===== src/rtl/dc_int_svc.sv =====
// DC interrupt service sequencer: reads the DC interrupt register, reports bus
// events, then reads and streams the status of every pending endpoint in order.
module dc_int_svc #(
  parameter logic [7:0] INT_RD_CMD = 8'hC0,
  parameter logic [7:0] EP_ST_BASE = 8'h50,
  parameter int         TIMEOUT    = 1023
) (
  input  logic        I_CLK,
  input  logic        I_RSTF,
  input  logic        I_EN,
  input  logic        I_DC_INT1,
  output logic        O_START,
  output logic        O_READ,
  output logic [7:0]  O_REG_ADDR,
  output logic [5:0]  O_REG_WORDS,
  input  logic        I_DONE,
  input  logic [31:0] I_RDATA,
  output logic        O_EVT_VALID,
  input  logic        I_EVT_READY,
  output logic [3:0]  O_EVT_EP,
  output logic [7:0]  O_EVT_STAT,
  output logic [2:0]  O_BUS_EVT,
  output logic        O_ERR,
  output logic        O_BUSY
);
  localparam int CW = (TIMEOUT < 2) ? 1 : $clog2(TIMEOUT + 1);
  localparam logic [CW-1:0] TO_LAST = CW'(TIMEOUT - 1);

  typedef enum logic [2:0] {IDLE, RD_INT, WAIT_INT, SCAN, RD_EP, WAIT_EP, EMIT} state_t;

  state_t        state, state_nxt;
  logic          int_s1, int_s2;
  logic [13:0]   pending;
  logic [3:0]    cur_ep, lsb;
  logic [CW-1:0] cnt;
  logic          timeout;
  logic          unused_rdata;

  assign unused_rdata = ^{I_RDATA[31:22], I_RDATA[7:3]};
  assign timeout      = (cnt == TO_LAST) && !I_DONE;

  // lowest pending endpoint wins, giving ascending service order
  always_comb begin
    lsb = '0;
    for (int i = 13; i >= 0; i--)
      if (pending[i]) lsb = 4'(i);
  end

  always_comb begin
    state_nxt   = state;
    O_START     = 1'b0;
    O_READ      = 1'b0;
    O_EVT_VALID = 1'b0;
    O_BUSY      = (state != IDLE);
    case (state)
      IDLE:     if (I_EN && int_s2) state_nxt = RD_INT;
      RD_INT: begin
        O_START   = 1'b1;
        O_READ    = 1'b1;
        state_nxt = WAIT_INT;
      end
      WAIT_INT: begin
        O_READ = 1'b1;
        if (I_DONE)       state_nxt = SCAN;
        else if (timeout) state_nxt = IDLE;
      end
      SCAN:     state_nxt = (pending == '0) ? IDLE : RD_EP;
      RD_EP: begin
        O_START   = 1'b1;
        O_READ    = 1'b1;
        state_nxt = WAIT_EP;
      end
      WAIT_EP: begin
        O_READ = 1'b1;
        if (I_DONE)       state_nxt = EMIT;
        else if (timeout) state_nxt = IDLE;
      end
      EMIT: begin
        O_EVT_VALID = 1'b1;
        if (I_EVT_READY) state_nxt = SCAN;
      end
      default:  state_nxt = IDLE;
    endcase
  end

  always_ff @(posedge I_CLK) begin
    if (!I_RSTF) begin
      state       <= IDLE;
      int_s1      <= 1'b0;
      int_s2      <= 1'b0;
      pending     <= '0;
      cur_ep      <= '0;
      cnt         <= '0;
      O_REG_ADDR  <= '0;
      O_REG_WORDS <= '0;
      O_EVT_EP    <= '0;
      O_EVT_STAT  <= '0;
      O_BUS_EVT   <= '0;
      O_ERR       <= 1'b0;
    end else begin
      int_s1    <= I_DC_INT1;
      int_s2    <= int_s1;
      state     <= state_nxt;
      O_BUS_EVT <= '0;
      O_ERR     <= 1'b0;
      case (state)
        IDLE: if (state_nxt == RD_INT) begin
          O_REG_ADDR  <= INT_RD_CMD;
          O_REG_WORDS <= 6'd2;
        end
        RD_INT, RD_EP: cnt <= '0;
        WAIT_INT: begin
          if (I_DONE) begin
            pending   <= I_RDATA[21:8];
            O_BUS_EVT <= I_RDATA[2:0];
          end else if (timeout) begin
            O_ERR   <= 1'b1;
            pending <= '0;
          end else cnt <= cnt + 1'b1;
        end
        SCAN: if (pending != '0) begin
          pending[lsb] <= 1'b0;
          cur_ep       <= lsb;
          O_REG_ADDR   <= EP_ST_BASE + {4'd0, lsb};
          O_REG_WORDS  <= 6'd1;
        end
        WAIT_EP: begin
          if (I_DONE) begin
            O_EVT_EP   <= cur_ep;
            O_EVT_STAT <= I_RDATA[7:0];
          end else if (timeout) begin
            O_ERR   <= 1'b1;
            pending <= '0;
          end else cnt <= cnt + 1'b1;
        end
        default: ;
      endcase
    end
  end
endmodule


===== config.mk =====
export PLATFORM = sky130hd
export DESIGN_NAME = dc_int_svc
export DESIGN_NICKNAME = d
export VERILOG_FILES = /design/src/rtl/dc_int_svc.sv
export SDC_FILE = /design/constraint.sdc
export NUM_CORES = 1
export LEC_CHECK = 0
export BUFFER_PORTS_ARGS = -buffer_cell sky130_fd_sc_hd__buf_2
export CAP_MARGIN = 20
export CORE_ASPECT_RATIO = 1.2
export CORE_MARGIN = 3
export CORE_UTILIZATION = 40
export CTS_BUF_LIST = sky130_fd_sc_hd__clkbuf_2
export CTS_CLUSTER_DIAMETER = 150
export CTS_CLUSTER_SIZE = 14
export DETAILED_ROUTE_END_ITERATION = 7
export PLACE_DENSITY = 0.7
export SETUP_SLACK_MARGIN = 0.3
export SYNTH_ARGS = -nofsm -noshare
export SYNTH_HDL_FRONTEND = slang
export SYNTH_SLANG_ARGS = --single-unit

===== constraint.sdc =====
create_clock -name I_CLK -period 2.6 [get_ports I_CLK]
set_input_delay 0.52 -clock I_CLK [delete_from_list [all_inputs] [get_ports I_CLK]]
set_output_delay 0.52 -clock I_CLK [all_outputs]
set_load 0.05 [all_outputs]

==> results of run 1 <==
-- power breakdown --
group          switching, mW  internal, mW
Combinational          0.110        0.0584
Sequential            0.0112         0.870
Clock                  0.308        0.0817
Total                  0.429          1.01
-- state kept, by name, indices dropped and copies added (netlist names) --
register     cells
O_EVT_STAT       8
O_REG_WORDS      1
cnt             10
pending         14
O_BUS_EVT        3
O_ERR            1
O_REG_ADDR       6
int_s2           1
cur_ep           4
state            3
O_EVT_EP         4
int_s1           1
-- layout make-up --
cell class / instances / area [um2] / area share [%]
Tap cell: 87 / 108.9 / 3.441
Timing Repair Buffer: 59 / 305.3 / 9.652
Inverter: 9 / 33.78 / 1.068
Multi-Input combinational cell: 244 / 1528 / 48.30
Clock buffer: 5 / 25.02 / 0.7911
Clock inverter: 3 / 33.78 / 1.068
Sequential cell: 56 / 1129 / 35.68
-- worst paths after layout --
check	cells past startpoint	to	from	slack, ps
worst max-delay path	4	O_EVT_VALID	state[1]$_SDFF_PN0_	390
worst min-delay path	3	pending[1]$_SDFFE_PN0P_	I_RDATA[9]	220
worst max register to register	6	pending[11]$_SDFFE_PN0P_	pending[5]$_SDFFE_PN0P_	440
worst min register to register	1	int_s2$_SDFF_PN0_	int_s1$_SDFF_PN0_	460
-- cell usage after synthesis, drive strengths merged (4+ instances only) --
master,count
a21boi,23
a21o,5
a21oi,14
a31oi,5
and2,13
and3,5
buf,13
clkbuf,12
dfxtp,56
inv,9
nand2,63
nand3,8
nand4,6
nor2,20
nor3,5
nor4,4
o21ai,8
xnor2,4
xor2,4
-- cells by family (layout without fill, tap and decap cells) --
family | count (synthesis) | after routing | synth area share (%)
buffers and inverters | 34 | 76 | 7.543
flip-flops | 56 | 56 | 39.52
AO/OA/AOI/OAI | 87 | 87 | 23.82
multiplexers | 2 | 2 | 0.7058
adder cells (fa/ha/maj) | 2 | 2 | 0.8821
other | 1 | 5 | 0.1322
XOR/XNOR | 8 | 8 | 2.470
AND/OR/NAND/NOR | 140 | 140 | 24.92
-- critical path, stage by stage, from the launching register on --
cell and delay (ps):
dfxtp_1 470, buf_4 230, inv_1 110, nor2_1 140, buf_2 280
-- timing repair --
| item | CTS | global route |
|---|---|---|
| cloned | 0 | 0 |
| endpoints found under the setup margin | 3 | 3 |
| gates resized for setup | 3 | 4 |
-- metrics by stage --
step	instance area, um2	hold slack (ps)	std cells	power, mW	util, %
3_5_place_dp	3083	425.7	455	1.061	44.98
5_1_grt	3163	179.4	463	1.496	46.15
2_1_floorplan	2851	411.9	334	1.026	-
6_report	3163	221.5	463	1.439	46.15
3_3_place_gp	3083	415.4	455	1.060	44.98
4_1_cts	3147	196.3	463	1.450	45.91
-- layer usage --
layer / vias up / GRT usage (%)
li1: 1238 / -
met1: 1119 / 20.18
met2: 67 / 26.48
met3: 11 / 2.785
met4: 0 / 6.038
met5: - / 0
==> results.yml, run 1 <==
die:
  die_w_um: 82.87
  die_h_um: 98.25
  start_util_pct: 41.38
  num_rows: 33
  pin_count: 72
  core-area_um2: 6854
  dieArea_um2: 8142
sta:
  timing.final.crit_share_pct: 84.94
  finalSetupViolCount: 0
  grt_setup_unrepaired: "false"
  fmax_mhz: 452.8
  tightest_slew_ps: 519.2
  skew_ps: 40.71
  slew_headroom_pct: 65.10
  finalWorstSetupSlack_ps: 391.5
  timing.setup.tns_ps: 0
  hold_viol: 0
  min_period_ps: 2208
  slew_viol_final: 0
synth:
  syn-cell-area_um2: 2836
  yosys_warnings: 0
  synth-main-ff-cell: "dfxtp_1"
  synthDistinctLibCells: 63
  synth_top_cell_area_share_pct: 39.52
  synth.area.top_cells: "dfxtp_1, nand2_1, a21boi_0"
  async_flop_share_pct: 0
  yosysSeqAreaShare_pct: 39.52
  yosys.area.top_type: "dfxtp_1"
  synth_edf_count: 0
  synthCells: 330
  ys_ff_latch: 56
  syn_area_per_cell_um2: 8.595
final_layout:
  layout_commonest_cell: "nand2_1"
  final_cell_mix: "nand2_1, buf_2, dfxtp_1"
  nNetsFinal: 415
  diodes: 0
  area_growth_syn_to_layout_pct: 11.51
  drive_gt1_share_pct: 22.87
  fillers: 725
worst_setup_path:
  crit_path_max_fanout: 15
  path_class: "flop to output pin"
  start_kind: "flop"
  arrival_ps: 1690
  worst_ep_required_time_ps: 2080
  end_kind: "output pin"
power:
  powerDensity_nw_per_um2: 454.8
  leakage_nw: 1.335
  ir_drop_mv: 0.3559
clock_network:
  cts_max_level: 2
  cts_tree: "yes"
  clk_pin_slew_ps: 320
  hold_buffers: 0
  cts_setup_buffers: 0
  clk_latency_ps: 470
  cts_made_buffers: 5
  cts_buffer_depth: 2
  cts_root_buf: "clkbuf_2"
  cts_sinks: 56
routing:
  dr_wl_met3_um: 330
  highest_layer: "met4"
  drc: 0
  ant_nets: 0
  wl_met2_mm: 3.016
  vias: 2435
  wl_mm: 6.534
  first_pass_iters: 4
  drt-met1-wl_mm: 3.063
  drt-initial-drc-count: 140
  post_drt_wl_per_cell_um: 14.11
  avgViaCountPerCell: 5.259
status:
  outcome: "completed"
flow_run:
  max-cap-violations: 0
global_routing:
  grt_first_pass_wirelength_mm: 10.77
  grt_pass1_vias: 2325
  grt_antenna_before_repair: 0
  gr-total-overflow: 0
  grt_usage_pct: 15.78
  grt_max_degree: 30
place:
  dp_hpwl_mm: 4.715
  portBuffers: 56
  dp_slack_ps: 503.0
  place_congestion: 0.8583
worst_hold_path:
  hp-class: "input pin to flop"
No activity file was read; power rests on OpenSTA's default activity.
==> run 2, diff against run 1 <==
Settings changed: ABC_AREA from default to 1, PLACE_DENSITY 0.7 to 0.72.
Clock period 2.6 ns to 2 ns, I/O delays scaled along.
==> run 2 against run 1 <==
Net effect: the run now ends with negative setup slack left; critical path depth grew 4; worst setup slack got worse by 420 ps; first-iteration DRC count grew 81%; combinational power grew to 12 times the previous value; die area up 9.6%; non-clock buffer count increased by 56; synthesized area rose by 10%; cell area grew 44%; cell count rose by 40%; global-route usage increased by 3.4 points; largest cell class unchanged.
==> results.yml, run 2 <==
sta:
  skew_ps: 26.48
  hold_viol: 0
  grt_setup_unrepaired: "true"
  timing.final.crit_share_pct: 101.2
  fmax_mhz: 493.9
  min_period_ps: 2025
  finalSetupViolCount: 1
  finalWorstSetupSlack_ps: -24.51
  slew_viol_final: 0
clock_network:
  cts_root_buf: "clkbuf_2"
  cts_max_level: 2
  cts_tree: "yes"
  cts_sinks: 56
  clk_latency_ps: 450
  cts_made_buffers: 5
  hold_buffers: 0
  cts_buffer_depth: 2
  clk_pin_slew_ps: 280
synth:
  synth.area.top_cells: "dfxtp_1, nand2_1, a21oi_1"
  yosysMostFrequentCell: "nand2_1"
  async_flop_share_pct: 0
  ys_ff_latch: 56
  yosysSeqAreaShare_pct: 35.83
  synth_commonest_cells: "nand2_1, dfxtp_1, a21oi_1, inv_1, nor2_1"
  synthCells: 452
  synthDistinctLibCells: 48
  syn_area_per_cell_um2: 6.923
  yosys.area.top_type: "dfxtp_1"
  syn-cell-area_um2: 3129
  yosys_warnings: 0
  synth-main-ff-cell: "dfxtp_1"
  synth_edf_count: 0
  synth_top_cell_area_share_pct: 35.83
die:
  start_util_pct: 42.03
  num_rows: 34
  core-area_um2: 7445
  dieArea_um2: 8925
  die_h_um: 102.9
  pin_count: 72
  die_w_um: 86.74
power:
  p_clk_share_pct: 11.8
  ir_drop_mv: 0.4498
  total_power_mw: 3.781
  switching_share_pct: 46.68
  powerDensity_nw_per_um2: 832.7
  p_seq_share_pct: 35.0
  p_int_mw: 2.016
  leakage_nw: 1.999
  power.switching_mw: 1.765
  power_frac_comb_pct: 53.2
place:
  dp_hpwl_mm: 5.962
  place_congestion: 0.9592
  portBuffers: 56
  placed_cells: 594
final_layout:
  fin_cells: 650
  drive_gt1_share_pct: 44.82
  fin_util_pct: 60.99
  layout_commonest_cell: "nand2_1"
  regMostFlops: "pending"
  area_growth_syn_to_layout_pct: 45.10
  reg_top3: "pending (14), cnt (10), O_EVT_STAT (8)"
  largest_reg_flops: 14
  final_cell_mix: "nand2_1, buf_2, dfxtp_1"
  nNetsFinal: 599
  diodes: 0
worst_setup_path:
  regToRegStartpoint: "state[1]$_SDFF_PN0_"
  crit_buf_inv: 4
  crit_start: "state[1]$_SDFF_PN0_"
  start_kind: "flop"
  reg2reg_depth: 12
  reg2reg_setup_slack_ps: 50
  path_class: "flop to output pin"
  end_kind: "output pin"
  slowest_stage: "dfxtp_4"
  crit_top_cell: "inv_2"
  cpLargestDelayFamily: "flip-flops"
  worstPathCellList: "nor2_4, inv_2, nor2_4, inv_2, nand2_4, inv_2, nand2_2, buf_8"
  arrival_ps: 1620
  worst_ep_required_time_ps: 1600
  crit_path_max_fanout: 3
  r2r_end: "pending[7]$_SDFFE_PN0P_"
  path_depth: 8
  crit_path_max_incr_delay_ps: 440
  cp-endpoint: "O_READ"
global_routing:
  gr-total-overflow: 0
  grt_antenna_before_repair: 0
  grt_first_pass_wirelength_mm: 13.71
  grt_pass1_vias: 3068
  grt_usage_pct: 19.18
  grt_max_degree: 25
worst_hold_path:
  hp-class: "input pin to flop"
status:
  outcome: "finished with violations"
  violations: "negative setup slack"
routing:
  post_drt_wl_per_cell_um: 15.72
  ant_nets: 0
  drt-initial-drc-count: 254
  avgViaCountPerCell: 5.442
  drc: 0
  first_pass_iters: 7
  vias: 3537
  wl_mm: 10.22
flow_run:
  max-cap-violations: 0
[run 2: routing by layer]
layer	vias to the layer above	wire length, um	track usage, %	share of wire (%)
met5	-	0	0	0
met4	0	374	8.633	3.7
met3	38	680	3.517	6.7
met2	177	5129	33.69	50
met1	1622	4031	22.67	39
li1	1700	-	-	-
[run 2: worst min-delay path by stage]
stage                           start                       to  slack (ps)  cells after the start
finish                      I_DC_INT1        int_s1$_SDFF_PN0_         120                      3
global route               I_RDATA[2]  O_BUS_EVT[2]$_SDFF_PN0_         110                      3
CTS                         I_DC_INT1        int_s1$_SDFF_PN0_          90                      3
detailed placement  int_s1$_SDFF_PN0_        int_s2$_SDFF_PN0_         400                      2
global placement    int_s1$_SDFF_PN0_        int_s2$_SDFF_PN0_         390                      2
floorplan           int_s1$_SDFF_PN0_        int_s2$_SDFF_PN0_         390                      2
[run 2: tightest hold or removal path, cell delays in order]
cell and delay, ps:
buf_2 80, nand2_1 40, inv_1 40
[run 2: power groups by stage]
stage	sequential (mW)	combinational, mW	clock, mW
final	1.32	2.01	0.446
after global routing	1.34	2.17	0.491
after CTS	1.29	1.64	0.456
after detailed placement	1.30	1.38	0
after global placement	1.29	1.37	0
after floorplan	1.34	1.05	0
[run 2: final cells by class]
class                   instances  area, um2
flip-flops and latches         56       1151
multi-input cells             319       2079
clock buffers                   6      30.03
clock inverters                 2      11.26
well taps                      90      112.6
inverters                      61      291.5
fillers                       601       2904
repair buffers                115      853.3
repair inverters                1      11.26
[run 2: kinds of logic (layout without fill, tap and decap cells)]
group	after synthesis	count (layout)	synth area share [%]
AO/OA/AOI/OAI	101	101	18.83
XOR/XNOR	1	1	0.5199
adder cells (fa/ha/maj)	2	2	0.7996
buffers and inverters	83	185	11.76
flip-flops	56	56	35.83
other	1	5	0.1198
AND/OR/NAND/NOR	208	210	32.15
[run 2: timing repair]
item / 4_1_cts / 5_1_grt
pin swaps: 16 / 47
buffers inserted: 17 / 27
setup endpoints to repair: 29 / 33
cloned: 2 / 2
resized for setup: 60 / 118
[run 2: per-stage QoR]
step	TNS (ps)	hold slack (ps)	setup slack, ps	cell area [um2]
after global placement	0	392.0	49.35	3521
after floorplan	0	390.5	343.5	3147
final	-24.51	122.2	-24.51	4541
after CTS	0	91.96	55.48	3895
after detailed placement	-7.194	400.3	-7.194	3521
after global routing	-171.2	105.4	-122.0	4541
